File: config.mk
export PLATFORM = sky130hd
export DESIGN_NAME = blink_counter
export DESIGN_NICKNAME = d
export VERILOG_FILES = /design/src/rtl/blinky_pkg.sv /design/src/rtl/tick_gen.sv /design/src/rtl/blink_counter.sv
export SDC_FILE = /design/constraint.sdc
export NUM_CORES = 1
export LEC_CHECK = 0
export BUFFER_PORTS_ARGS = -buffer_cell sky130_fd_sc_hd__buf_2
export CAP_MARGIN = 20
export CORE_ASPECT_RATIO = 1.4
export CORE_UTILIZATION = 55
export CTS_BUF_LIST = sky130_fd_sc_hd__clkbuf_8
export DETAILED_ROUTE_END_ITERATION = 12
export PLACE_DENSITY_LB_ADDON = 0.05
export SYNTH_ARGS = -nofsm -noshare
export SYNTH_HDL_FRONTEND = slang
export SYNTH_HIERARCHICAL = 1
export SYNTH_SLANG_ARGS = --single-unit
File: constraint.sdc
create_clock -name clk -period 3.15 [get_ports clk]
set_clock_uncertainty 0.2 [all_clocks]
set_input_delay 0.315 -clock clk [delete_from_list [all_inputs] [get_ports clk]]
set_output_delay 0.315 -clock clk [all_outputs]
set_load 0.05 [all_outputs]
File: src/rtl/blinky_pkg.sv
// Shared types and constants for the blinky LED path.
//   count_mode_t : counter stepping mode, encoded to match the 2-bit mode input
//   pp_dir_t     : ping-pong direction state
//   LED_W        : counter width expected by the LED controller
package blinky_pkg;

  typedef enum logic [1:0] {
    MODE_UP       = 2'b00,
    MODE_DOWN     = 2'b01,
    MODE_PINGPONG = 2'b10,
    MODE_HOLD     = 2'b11
  } count_mode_t;

  typedef enum logic {
    DIR_UP = 1'b0,
    DIR_DN = 1'b1
  } pp_dir_t;

  localparam int LED_W = 8;

  // Width of a counter that must hold values 0..max_val (at least one bit).
  function automatic int unsigned cnt_width(input int unsigned max_val);
    int unsigned w;
    w = 1;
    while ((64'd1 << w) <= 64'(max_val)) begin
      w = w + 1;
    end
    return w;
  endfunction

endpackage : blinky_pkg

File: src/rtl/tick_gen.sv
// Prescaler: emits a one-cycle tick every DIV_MAX+1 enabled cycles.
//   clk  : clock
//   rst  : synchronous active-high reset
//   en   : run enable; low freezes the divider
//   clr  : synchronous restart of the divider (driven by the counter load)
//   tick : high in the enabled cycle where the divider sits at DIV_MAX
module tick_gen
  import blinky_pkg::*;
#(
  parameter int unsigned DIV_MAX = 24_999_999
) (
  input  logic clk,
  input  logic rst,
  input  logic en,
  input  logic clr,
  output logic tick
);

  localparam int unsigned DW = cnt_width(DIV_MAX);
  localparam logic [DW-1:0] DIV_TERM = DW'(DIV_MAX);

  logic [DW-1:0] div_cnt;
  logic          at_term;

  assign at_term = (div_cnt == DIV_TERM);

  // tick is combinational so the counter steps on the same edge that
  // wraps the divider; the counter registers it into its outputs.
  assign tick = en && at_term;

  // Divider register: rst > clr > run > hold.
  always_ff @(posedge clk) begin
    if (rst) begin
      div_cnt <= '0;
    end else if (clr) begin
      div_cnt <= '0;
    end else if (en) begin
      if (at_term) begin
        div_cnt <= '0;
      end else begin
        div_cnt <= div_cnt + DW'(1);
      end
    end
  end

endmodule : tick_gen

File: src/rtl/blink_counter.sv
// Prescaled 8-bit LED counter with up, down, ping-pong and hold modes.
//   clk      : sole clock
//   rst      : synchronous active-high reset
//   en       : prescaler run enable; low freezes prescaler and counter
//   mode     : 00 up, 01 down, 10 ping-pong, 11 hold
//   load     : synchronous load strobe (wins over a coincident tick)
//   load_val : value taken on load
//   count    : registered counter value
//   step     : registered pulse in the cycle count shows a stepped value
//   wrap     : registered pulse with step on a wrap or ping-pong reversal
module blink_counter
  import blinky_pkg::*;
#(
  parameter int unsigned DIV_MAX = 24_999_999,
  parameter int unsigned WIDTH   = LED_W
) (
  input  logic             clk,
  input  logic             rst,
  input  logic             en,
  input  logic [1:0]       mode,
  input  logic             load,
  input  logic [WIDTH-1:0] load_val,
  output logic [WIDTH-1:0] count,
  output logic             step,
  output logic             wrap
);

  localparam logic [WIDTH-1:0] CNT_MAX = {WIDTH{1'b1}};
  localparam logic [WIDTH-1:0] CNT_ONE = WIDTH'(1);

  logic             tick;
  count_mode_t      mode_e;
  pp_dir_t          dir_q, dir_d;
  logic [WIDTH-1:0] count_d;
  logic             step_d, wrap_d;

  assign mode_e = count_mode_t'(mode);

  // Prescaler; a load restarts the step period.
  tick_gen #(
    .DIV_MAX (DIV_MAX)
  ) u_tick_gen (
    .clk  (clk),
    .rst  (rst),
    .en   (en),
    .clr  (load),
    .tick (tick)
  );

  // State and output registers.
  always_ff @(posedge clk) begin
    if (rst) begin
      count <= '0;
      dir_q <= DIR_UP;
      step  <= 1'b0;
      wrap  <= 1'b0;
    end else begin
      count <= count_d;
      dir_q <= dir_d;
      step  <= step_d;
      wrap  <= wrap_d;
    end
  end

  // Next count, direction and pulses. A load discards a coincident tick
  // and leaves the ping-pong direction alone; the direction only moves on
  // ping-pong ticks so it survives mode changes and enable gaps.
  always_comb begin
    count_d = count;
    dir_d   = dir_q;
    step_d  = 1'b0;
    wrap_d  = 1'b0;

    if (load) begin
      count_d = load_val;
    end else if (tick) begin
      unique case (mode_e)
        MODE_UP: begin
          count_d = count + CNT_ONE;
          step_d  = 1'b1;
          wrap_d  = (count == CNT_MAX);
        end
        MODE_DOWN: begin
          count_d = count - CNT_ONE;
          step_d  = 1'b1;
          wrap_d  = (count == '0);
        end
        MODE_PINGPONG: begin
          step_d = 1'b1;
          unique case (dir_q)
            DIR_UP: begin
              if (count == CNT_MAX) begin
                // Reverse at the top without repeating the endpoint.
                count_d = count - CNT_ONE;
                dir_d   = DIR_DN;
                wrap_d  = 1'b1;
              end else begin
                count_d = count + CNT_ONE;
              end
            end
            DIR_DN: begin
              if (count == '0) begin
                // Reverse at the bottom without repeating the endpoint.
                count_d = count + CNT_ONE;
                dir_d   = DIR_UP;
                wrap_d  = 1'b1;
              end else begin
                count_d = count - CNT_ONE;
              end
            end
            default: begin
              dir_d = DIR_UP;
            end
          endcase
        end
        MODE_HOLD: begin
          count_d = count;
        end
        default: begin
          count_d = count;
        end
      endcase
    end
  end

endmodule : blink_counter
# Word level (Yosys, flattened, before mapping)
# Cells that the tools add are included.
word_totals:
  reg_bits: 36
  input_bits: 14
op_classes:
  addsub: 3
  eq_ne: 6
  n_mux: 14
  bitwise_logic: 3
  reduce_logical: 9
ops:
  columns: ["operator", "n"]
  rows:
  - ["8-bit two-way mux", 4]
  - ["25-bit by 1-bit adder with 25-bit output (second input constant)", 1]
  - ["25-bit == test (second input constant)", 1]
  - ["25-bit two-way mux", 1]
  - ["8-bit case mux with 3 select lines", 1]
  - ["8-bit case mux with 2 select lines", 1]
  - ["8-bit by 1-bit adder with 8-bit output (second input constant)", 1]
  - ["8-bit == test (second input constant)", 1]
  - ["8-bit zero test", 1]
  - ["8-bit by 1-bit subtractor with 8-bit output (second input constant)", 1]
  - ["3-bit OR reduction", 2]
  - ["2-bit == test (second input constant)", 2]
  - ["1-bit two-way mux", 4]
  - ["1-bit case mux with 2 select lines", 2]
  - ["1-bit inverter", 3]
  - ["1-bit case mux with 3 select lines", 1]
  - ["3-bit AND reduction", 1]
  - ["2-bit by 1-bit == test with 1-bit output (second input constant)", 1]
  - ["2-bit zero test", 1]
  - ["2-bit inequality test (second input constant)", 1]
  - ["2-bit AND reduction", 1]
  - ["2-bit nonzero test", 1]
  - ["2-bit OR reduction", 1]
  - ["1-bit logical AND", 1]

# Logic depth before layout (Yosys ltp)
logic_depth:
  depth_word: 6
  mapped_depth: 10
  ltp_nobuf: 9

# Hierarchy
# Netlist, hierarchy kept.
by_module_without_submodules:
  columns: ["module", "n_inst", "cells_per_inst", "area_per_inst_um2"]
  rows:
  - ["blink_counter", 1, 153, 1194.9]
  - ["tick_gen", 1, 138, 1177.4]

# Worst setup path before layout
# No wires, ideal clock.
synth_timing:
  path_kind: "register to register"
  startpoint: "register count[0]"
  endpoint: "register count[5]"
  setup_time_ps: 127
  t_arrival_ps: 2130
  required_ps: 2823
  slack_ps: 693
  stages_incl_launch_ff: 8
  period_less_slack_ps: 2457
  cell_sequence: "dfxtp_1 inv_1 ha_1 nor4b_4 a21oi_2 o221ai_4 a221oi_1 a31oi_1"
synth_between:
  elab_chain_len: 6
  elab_cells_between_ends: 10
  cone_classes: "2 x add/sub; 1 x eq/ne; 6 x mux; 1 x reduce/logical"
synth_rtl:
  columns: ["element", "line_no", "rtl"]
  rows:
  - ["start, declared", "blink_counter.sv:23", "output logic [WIDTH-1:0] count,"]
  - ["start signal, assigned", "blink_counter.sv:58", "count <= count_d;"]
  - ["8-bit by 1-bit subtractor with 8-bit output, or another cell as far along", "blink_counter.sv:84, blink_counter.sv:94, blink_counter.sv:108", null]
  - ["8-bit two-way mux (on tied branches)", "blink_counter.sv:102, blink_counter.sv:92", null]
  - ["8-bit case mux with 2 select lines", "blink_counter.sv:90", "unique case (dir_q)"]
  - ["8-bit case mux with 3 select lines (*)", "blink_counter.sv:77", "unique case (mode_e)"]
  - ["8-bit two-way mux (*)", "blink_counter.sv:76", "end else if (tick) begin"]
  - ["8-bit two-way mux (*)", "blink_counter.sv:74", "if (load) begin"]
# Mark *: on every way between the ends. The rest lies on a longest branch, timed or not. The select of a mux whose other input is x is not followed.
# A chain may end at the register's enable or synchronous reset.

# Final worst setup path
layout_timing:
  startpoint: "register u_tick_gen.div_cnt[0]"
  endpoint: "register count[0]"
layout_between:
  elab_chain_len: 4
layout_rtl:
  columns: ["element", "line_no", "rtl"]
  rows:
  - ["start, declared", "tick_gen.sv:22", "logic [DW-1:0] div_cnt;"]
  - ["start signal, assigned", "tick_gen.sv:41", "div_cnt <= div_cnt + DW'(1);"]
  - ["25-bit == test", "tick_gen.sv:25", "assign at_term = (div_cnt == DIV_TERM);"]
  - ["1-bit logical AND", "tick_gen.sv:29", "assign tick = en && at_term;"]
  - ["named net tick", "blink_counter.sv:31", "logic tick;"]
  - ["2-bit nonzero test (no line)", null, null]
  - ["2-bit AND reduction (no line)", null, null]
# The timed path passes the listed nets, and every way through them passes these cells.

==> qor.txt <==
drt pass-1 iters = 12
Final Hold Viols = 0
Final Power = 0.9505 mW
FFs w/ async S/R, synth = 0
vias per cell = 6.302
die area = 4583 sq um
largest net degree at the start of global routing = 16
Clk Tree Root Cell = clkbuf_8
# Post-CTS Setup Buffers = 0
CTS clk-pin slew, worst paths = 0.07 ns
Cell Area, Synth = 2372 sq um
VDD IR max = 259.6 uV
sum of negative setup slack = 0 ns
post-CTS sizing = 0
routed vias = 2193
status = complete, but fails checks
GRT Util Overall = 0.2637
crit share post-route = 0.8426
Slew Viols, Final = 0
antenna-violating nets left = 0
FF+latch count, synth = 36
relative slew slack = 0.5834
Die Span X = 57.51 microns
DR WL/cell = 15.55 microns
clk sink count = 36
placed cells = 341
initial antenna violation count = 0
# IOs = 24
core area = 4020 sq um
min Tclk post-route = 2.654 ns
fmax = 0.3768 GHz
final non-filler cell total = 348
number of diodes = 0
share of cells above drive strength 1 = 0.1377
filler cell count = 390
Net Count, Synth = 314
RSZ-0062 raised after global routing = false
row count = 27
worst slew pin tran = 0.6211 ns
# DRC = 1
max-cap violations = 0
CP Data Arrival Time = 2.68 ns
CTS tree = done
Tightest Hold Check Type = primary input to flop
Synth Instances = 291
DP Area = 2466 sq um
EDFF count, synth = 0
Worst EP required = 3.18 ns
Worst-Skew Late Latency = 0.29 ns
post-route cell area = 2544 sq um
Area Overhead vs Synth = 7.226%
post-synthesis average cell area = 8.152 sq um
Max Buffers Root-to-Sink = 2
Hold Buf Count CTS = 0
DIE HEIGHT = 79.71 microns
Pleak = 0.8945 nW
Pwr Density = 373.7 nW/um^2
most used flip-flop cell after synthesis = dfxtp_1
global-route wire length before repair = 9315 microns
critical-path maximum fanout = 9
GRT Residual Overflow = 0
DP HPWL = 3983 microns
CP Capture Type = flop
via count of the first global-routing pass = 2101
final hold slack = 0.08318 ns
Setup Viol. Count Final = 0
H-Tree Depth = 2
IO Port Bufs = 23
CP Class = flop to flop
YS warnings = 6
DRT Wirelength = 5412 microns
TritonCTS Buffers = 5
initial drt markers = 187
Initial Utilization = 0.5901
failing checks = DRC
RD Place Congestion = 0.9719
Yosys cell types = 54
CP Launch Type = flop
register area share after synthesis = 0.3038
NumNets Final = 328
Yosys cell counts, drive strengths merged, types with 2 or more instances:
cell type,number,area share
a22oi,2,0.0063
nand3b,3,0.0095
a221oi,3,0.011
o211ai,3,0.0095
or3,3,0.0079
xnor2,13,0.048
a21o,2,0.0063
buf,9,0.027
nand2b,3,0.0079
o311ai,2,0.0074
ha,9,0.047
nand4,12,0.034
nand3,12,0.027
and3,5,0.013
o31ai,9,0.028
clkbuf,10,0.016
nand2,19,0.030
inv,12,0.019
nor4,5,0.013
nor3b,4,0.013
o21ai,14,0.030
nor4b,3,0.017
or4,8,0.025
o2111ai,3,0.011
dfxtp,36,0.30
xor2,6,0.022
a211oi,5,0.016
and2,2,0.0053
a21oi,16,0.035
nor2,29,0.046
nor3,10,0.025
a31oi,3,0.0079
mux2i,3,0.013
stage by stage:
step	utilization	worst slack, ns
global placement	0.6134	0.5633
floorplan	-	0.6933
detailed placement	0.6134	0.4536
finish	0.6327	0.4957
CTS	0.6327	0.4941
global route	0.6327	0.3210
layer usage:
metal | GRT usage | wire length [microns] | share of wire | vias up
met4 | 0.1317 | 124 | 0.023 | 0
li1 | - | - | - | 1111
met1 | 0.2857 | 2230 | 0.41 | 1005
met3 | 0.04538 | 214 | 0.040 | 14
met5 | 0 | 0 | 0 | -
met2 | 0.4814 | 2842 | 0.53 | 63
worst max-delay path, stage by stage (launching register included):
cell,delay [ns]
dfxtp_1,0.40
ha_1,0.21
nand2_1,0.06
or2_2,0.31
nor3_1,0.39
nand2b_1,0.36
a211o_1,0.36
o211ai_1,0.09
o21ai_0,0.11
nor2_1,0.09
flip-flops by register name (all words and copies together), names as in the netlist:
signal and cells:
step 1, count 8, u_tick_gen/div_cnt 25, dir_q 1, wrap 1
cells by family after synthesis:
kind of cell,after synthesis,share of synthesized area
AND/OR/NAND/NOR,123,0.2927
AO/OA/AOI/OAI,70,0.2110
flip-flops,36,0.3038
buffers and inverters,31,0.06224
XOR/XNOR,19,0.07015
adder cells (fa/ha/maj),9,0.04747
multiplexers,3,0.01266
path summary, 6_finish.rpt:
| check | slack [ns] | from | endpoint | depth (start not counted) |
|---|---|---|---|---|
| max | 0.50 | u_tick_gen/div_cnt[0] | count[0] | 9 |
| min | 0.08 | load_val[0] | count[0] | 3 |
| max reg2reg | 0.50 | u_tick_gen/div_cnt[0] | count[0] | 9 |
| min reg2reg | 0.29 | u_tick_gen/div_cnt[24] | u_tick_gen/div_cnt[24] | 2 |
layout by cell type (no fill, tap or decap), types with 4 or more instances in the layout:
master and count:
inv_1 13, a21oi_1 15, nor3b_1 4, o21ai_0 12, xnor2_1 13, and3_1 5, dfxtp_1 36, nand4_1 11
nor3_1 8, xor2_1 6, a211oi_1 5, or4_1 8, buf_2 23, nor2_1 29, nand2_1 19, nor4_1 5
clkbuf_8 5, nand3_1 11, ha_1 9, o31ai_1 8
power breakdown:
group          internal, mW  switching (mW)  total [mW]
combinational        0.0597          0.0960       0.156
sequential            0.462          0.0205       0.483
clock                 0.147           0.165       0.312
area by class of cell:
cell class                 count  area, sq um  area share
multi-input combinational    224         1509      0.5932
sequential                    36        720.7      0.2833
timing repair buffer          26        137.6     0.05411
clock buffer                   5        68.82     0.02705
tap                           43        53.80     0.02115
inverter                      12        45.04     0.01771
clock inverter                 2        8.758    0.003443
Note: power is estimated with default switching activity, not from simulation.
